===== src/rtl/aes_vec_pkg.sv =====
// aes_vec_pkg: shared lane width, half-row/state-row types and beat enum for the AES vector datapath
package aes_vec_pkg;
  localparam int LANE_W_DEF = 8;
  typedef logic [2*LANE_W_DEF-1:0] half_row_t;
  typedef logic [4*LANE_W_DEF-1:0] state_row_t;
  typedef enum logic {BEAT0, BEAT1} beat_e;
endpackage


===== src/rtl/state_row_assembler_if.sv =====
// state_row_assembler_if: half-row input beats and assembled-row output handshake
//   in_valid/in_ready/in_first, half_row0..3 : upstream beat from the packing stage
//   out_valid/out_ready, row0..3             : complete 4-row state to the consumer
interface state_row_assembler_if import aes_vec_pkg::*; #(parameter int LANE_W = LANE_W_DEF);
  logic in_valid, in_ready, in_first;
  logic [2*LANE_W-1:0] half_row0, half_row1, half_row2, half_row3;
  logic out_valid, out_ready;
  logic [4*LANE_W-1:0] row0, row1, row2, row3;
  modport slave (
    input in_valid, in_first, half_row0, half_row1, half_row2, half_row3, out_ready,
    output in_ready, out_valid, row0, row1, row2, row3
  );
  modport master (
    output in_valid, in_first, half_row0, half_row1, half_row2, half_row3, out_ready,
    input in_ready, out_valid, row0, row1, row2, row3
  );
endinterface


===== src/rtl/out_skid_reg.sv =====
// out_skid_reg: single-entry valid/ready output register
//   i_load : capture i_data and assert o_valid
//   i_ready: consumer accepts; o_valid drops unless reloaded in the same cycle
//   o_valid/o_data : held entry
module out_skid_reg import aes_vec_pkg::*; #(parameter int W = 4*$bits(state_row_t)) (
  input  logic         clk,
  input  logic         rst_n,
  input  logic         i_load,
  input  logic [W-1:0] i_data,
  input  logic         i_ready,
  output logic         o_valid,
  output logic [W-1:0] o_data
);
  always_ff @(posedge clk) begin
    if (!rst_n) begin
      o_valid <= 1'b0;
      o_data  <= '0;
    end else begin
      if (i_load) o_data <= i_data;
      o_valid <= i_load || (o_valid && !i_ready);
    end
  end
endmodule


===== src/rtl/state_row_assembler.sv =====
// state_row_assembler: joins two half-row beats into four 32-bit AES state rows
//   clk, rst_n : clock, synchronous active-low reset
//   flush      : drop a partial block; the output register still drains
//   proto_err  : sticky in_first mismatch flag
//   bus        : input beats and output rows (state_row_assembler_if.slave)
module state_row_assembler import aes_vec_pkg::*; #(parameter int LANE_W = LANE_W_DEF) (
  input  logic clk,
  input  logic rst_n,
  input  logic flush,
  output logic proto_err,
  state_row_assembler_if.slave bus
);
  localparam int HALF_W = 2*LANE_W;
  localparam int ROW_W  = 4*LANE_W;
  beat_e r_beat;
  logic [4*HALF_W-1:0] r_stage, w_half;
  logic [4*ROW_W-1:0] w_rows_d, w_rows_q;
  logic w_acc, w_restage, w_load;
  assign w_half = {bus.half_row0, bus.half_row1, bus.half_row2, bus.half_row3};
  assign bus.in_ready = !flush && (r_beat == BEAT0 || !bus.out_valid || bus.out_ready);
  assign w_acc = bus.in_valid && bus.in_ready;
  // an in_first on beat 1 abandons the staged half and restarts the block
  assign w_restage = r_beat == BEAT0 || bus.in_first;
  assign w_load = w_acc && !w_restage;
  for (genvar i = 0; i < 4; i++) begin : g_row
    assign w_rows_d[i*ROW_W +: ROW_W] = {r_stage[i*HALF_W +: HALF_W], w_half[i*HALF_W +: HALF_W]};
  end
  always_ff @(posedge clk) begin
    if (!rst_n) begin
      r_beat    <= BEAT0;
      r_stage   <= '0;
      proto_err <= 1'b0;
    end else if (flush) begin
      r_beat <= BEAT0;
    end else if (w_acc) begin
      r_beat <= w_restage ? BEAT1 : BEAT0;
      if (w_restage) r_stage <= w_half;
      // error when beat 0 lacks in_first or beat 1 carries it
      proto_err <= proto_err | ((r_beat == BEAT0) ^ bus.in_first);
    end
  end
  out_skid_reg #(.W(4*ROW_W)) u_out (
    .clk     (clk),
    .rst_n   (rst_n),
    .i_load  (w_load),
    .i_data  (w_rows_d),
    .i_ready (bus.out_ready),
    .o_valid (bus.out_valid),
    .o_data  (w_rows_q)
  );
  assign bus.row0 = w_rows_q[4*ROW_W-1 -: ROW_W];
  assign bus.row1 = w_rows_q[3*ROW_W-1 -: ROW_W];
  assign bus.row2 = w_rows_q[2*ROW_W-1 -: ROW_W];
  assign bus.row3 = w_rows_q[ROW_W-1 -: ROW_W];
endmodule


===== src/flat_wrapper.sv =====
// flat-port wrapper written by rule: the top's interface ports become plain ports
module state_row_assembler_flat import aes_vec_pkg::*;
#(parameter int LANE_W = LANE_W_DEF)
  (clk, rst_n, flush, proto_err, bus_in_valid, bus_in_first, bus_half_row0, bus_half_row1, bus_half_row2, bus_half_row3, bus_out_ready, bus_in_ready, bus_out_valid, bus_row0, bus_row1, bus_row2, bus_row3);
  state_row_assembler_if #(.LANE_W(LANE_W)) bus_i ();
  input  logic clk;
  input  logic rst_n;
  input  logic flush;
  output logic proto_err;
  input wire logic [$bits(bus_i.in_valid)-1:0] bus_in_valid;
  input wire logic [$bits(bus_i.in_first)-1:0] bus_in_first;
  input wire logic [$bits(bus_i.half_row0)-1:0] bus_half_row0;
  input wire logic [$bits(bus_i.half_row1)-1:0] bus_half_row1;
  input wire logic [$bits(bus_i.half_row2)-1:0] bus_half_row2;
  input wire logic [$bits(bus_i.half_row3)-1:0] bus_half_row3;
  input wire logic [$bits(bus_i.out_ready)-1:0] bus_out_ready;
  output wire logic [$bits(bus_i.in_ready)-1:0] bus_in_ready;
  output wire logic [$bits(bus_i.out_valid)-1:0] bus_out_valid;
  output wire logic [$bits(bus_i.row0)-1:0] bus_row0;
  output wire logic [$bits(bus_i.row1)-1:0] bus_row1;
  output wire logic [$bits(bus_i.row2)-1:0] bus_row2;
  output wire logic [$bits(bus_i.row3)-1:0] bus_row3;
  assign bus_i.in_valid = bus_in_valid;
  assign bus_i.in_first = bus_in_first;
  assign bus_i.half_row0 = bus_half_row0;
  assign bus_i.half_row1 = bus_half_row1;
  assign bus_i.half_row2 = bus_half_row2;
  assign bus_i.half_row3 = bus_half_row3;
  assign bus_i.out_ready = bus_out_ready;
  assign bus_in_ready = bus_i.in_ready;
  assign bus_out_valid = bus_i.out_valid;
  assign bus_row0 = bus_i.row0;
  assign bus_row1 = bus_i.row1;
  assign bus_row2 = bus_i.row2;
  assign bus_row3 = bus_i.row3;
  state_row_assembler #(.LANE_W(LANE_W)) u_core (.clk(clk), .rst_n(rst_n), .flush(flush), .proto_err(proto_err), .bus(bus_i));
endmodule

===== config.mk =====
export PLATFORM = sky130hd
export DESIGN_NAME = state_row_assembler_flat
export DESIGN_NICKNAME = d
export VERILOG_FILES = /design/src/rtl/aes_vec_pkg.sv /design/src/rtl/state_row_assembler_if.sv /design/src/rtl/out_skid_reg.sv /design/src/rtl/state_row_assembler.sv /design/src/flat_wrapper.sv
export SDC_FILE = /design/constraint.sdc
export NUM_CORES = 1
export LEC_CHECK = 0
export ABC_AREA = 1
export BUFFER_PORTS_ARGS = -buffer_cell sky130_fd_sc_hd__buf_4
export CAP_MARGIN = 20
export CELL_PAD_IN_SITES_DETAIL_PLACEMENT = 0
export CELL_PAD_IN_SITES_GLOBAL_PLACEMENT = 1
export CORE_ASPECT_RATIO = 2
export CORE_UTILIZATION = 36
export DETAILED_ROUTE_END_ITERATION = 16
export PLACE_DENSITY_LB_ADDON = 0.05
export RECOVER_POWER = 25
export SYNTH_ARGS = -nofsm -noshare
export SYNTH_HDL_FRONTEND = slang
export SYNTH_SLANG_ARGS = --single-unit
export TNS_END_PERCENT = 10

===== constraint.sdc =====
create_clock -name clk -period 1.8 [get_ports clk]
set_clock_uncertainty 0.15 [all_clocks]
set_input_delay 0.36 -clock clk [delete_from_list [all_inputs] [get_ports clk]]
set_output_delay 0.36 -clock clk [all_outputs]
set_load 0.02 [all_outputs]

==> impl_metrics.toml <==
[sta]
hold_viol = 0
tightest_slew_ps = 424
fmax_ghz = 0.608
min_period_over_period = 0.914
period_minus_slack_ps = 1640
tns_ps = 0
hold_ws_ps = 31.1
slew_violations = 0
setup_violations = 0
rsz0062_at_grt = "false"
slew_headroom = 0.717

[worst_setup_path]
cpPeakStageDelay_ps = 400
endpoint_kind = "register"
path_cells = "ha_1 -> inv_1 -> nand4_1 -> buf_12 -> buf_12 -> nand2_1 -> nand2_1 -> nor2_1"
crit_type = "register to register"
arrival_ps = 1830
critPathBufInv = 3
critPathLaunchType = "register"
crit_family = "buffers and inverters"
critPathMaxFanout = 25
crit_required_ps = 1990
cp_slowest_cell = "dfxtp_1"

[synth]
syn-num-nets = 1308
syn_inst = 1237
synth_top_area_share = 0.492
yosys_warnings = 0
synth_area_leader_cell = "dfxtp_1"
avgSynthCellArea_sq_um = 6.42
synthTopCellsByArea = "dfxtp_1 (49%), nor2_1 (18%), nand2_1 (18%), inv_1 (9.4%), buf_2 (2.1%)"
synth_area_sq_um = 7940
ys_types = 19
synth-seq-area-share = 0.492
synth_seq_cells = 195

[routing]
routed_via_density = 4.07
wl_per_cell_um = 11.1
drt_wl_total_um = 19600
drcViolationCount = 0
via_count = 7206
drt_pass1_iterations = 4
ant_nets = 0
drt_iter0_drc = 258

[finish]
final_common_cell = "nor2_1"
layout_common_cells = "nor2_1 (385), nand2_1 (384), inv_1 (199)"
layout.nets = 1555
drive_gt1_frac = 0.121
areaGrowthSynthToFinish_pct = 36.3
antenna_cells = 0

[grt]
grt_antenna_before_repair = 0
grt_pass1_wl_um = 32100
grt.total_usage = 0.182
grt_max_degree = 81
grt_pass1_vias = 6550
overflow = 0

[power_and_ir_drop]
intPower_mw = 6.74
pwr-share-comb = 0.099
peakVddDrop_mv = 0.510
p_sw_mw = 2.21
p_clk_frac = 0.394
p_seq_frac = 0.507
leakagePower_nw = 5.98
power_density_nw_per_um2 = 827
swShare = 0.247

[die]
initial_utilization = 0.368
io_pins = 201
core-area_sq_um = 21600
row_count = 76
fp.dieH_um = 212
die_w_um = 107
dieArea_sq_um = 22700

[clock_network]
h-tree-depth = 4
cts_sinks = 195
clk_pin_slew_worst_paths_ps = 70
clockRootBuffer = "clkbuf_16"
clock_latency_ps = 440
cts_tree = "done"
clockBufferDepth = 2
cts_made_buffers = 17

[flow_run]
drv_cap = 0

[worst_hold_path]
hold_class = "input pin to register"

[place]
place_hpwl_um = 13400
io_buffers = 200
gp_congestion = 0.723

[outcome]
status = "finished clean"
## sequential cells by signal (all words and copies together) (netlist names)
register / flops
u_core.proto_err: 1
u_core.r_beat: 1
u_core.r_stage: 64
u_core.u_out.o_data: 128
u_core.u_out.o_valid: 1
## metrics by stage
stage / total power, mW / instances / cell area [sq um] / util / setup WS [ps]
floorplan: 5.06 / 1237 / 7940 / - / 342
detailed placement: 5.45 / 1676 / 9970 / 0.462 / 58.7
CTS: 9.14 / 1769 / 11100 / 0.515 / 123
global route: 9.40 / 1769 / 10800 / 0.501 / 25.9
finish: 8.95 / 1769 / 10800 / 0.501 / 155
global placement: 5.44 / 1676 / 9970 / 0.462 / 72.1
## cells by family after synthesis
group,count (synthesis),synth area share
compound gates,5,0.00426
flops,195,0.492
fa+ha+maj,1,0.00158
buf+inv,263,0.134
simple gates,773,0.368
## final cells by class
| cell class | instances | area [sq um] |
|---|---|---|
| inverter | 200 | 751 |
| clock buffer | 22 | 474 |
| multi-input combinational | 779 | 2980 |
| fill | 2279 | 10800 |
| clock inverter | 9 | 57.6 |
| sequential | 195 | 3900 |
| tap | 273 | 342 |
| timing repair buffer | 291 | 2320 |
## Yosys cell counts
library cell  number
a21oi_1            1
a31oi_1            1
buf_1              7
buf_2             34
buf_4             10
clkbuf_1          12
dfxtp_1          195
ha_1               1
inv_1            199
inv_2              1
nand2_1          384
nand3_1            1
nand3_2            1
nand4_1            1
nand4_2            1
nor2_1           385
o211ai_1           1
o21a_1             1
o21bai_1           1
## power groups by stage
stage | Sequential [mW] | Clock, mW | Combinational, mW
after global placement | 4.63 | 0 | 0.805
after CTS | 4.53 | 3.68 | 0.927
after global routing | 4.55 | 3.84 | 1.01
after detailed placement | 4.63 | 0 | 0.813
after floorplan | 4.67 | 0 | 0.386
final | 4.53 | 3.53 | 0.890
## metal layers
| metal | vias up | share of wire | GRT usage |
|---|---|---|---|
| li1 | 3987 | - | - |
| met1 | 3056 | 0.45 | 0.216 |
| met2 | 146 | 0.48 | 0.307 |
| met3 | 17 | 0.049 | 0.0558 |
| met4 | 0 | 0.015 | 0.0609 |
| met5 | - | 0 | 0 |
## repair_timing
| action | in CTS | in global routing |
|---|---|---|
| gates resized for setup | 0 | 0 |
| hold buffers | 62 | 0 |
| setup buffers | 0 | 0 |
| hold endpoints to repair | 119 | 0 |
## path summary, 6_finish.rpt
kind	cells past startpoint	from	slack (ps)	to
setup / recovery	8	u_core.r_beat	160	u_core.r_stage[42]
hold / removal	3	bus_half_row2[2]	30	u_core.u_out.o_data[34]
setup reg to reg	8	u_core.r_beat	160	u_core.r_stage[42]
hold reg to reg	1	u_core.proto_err	320	u_core.proto_err
## tightest hold or removal path, cell delays in order
cell	delay [ps]
buf_4	100
nor2_1	40
nor2_1	80
Note: power is estimated with default switching activity, not from simulation.
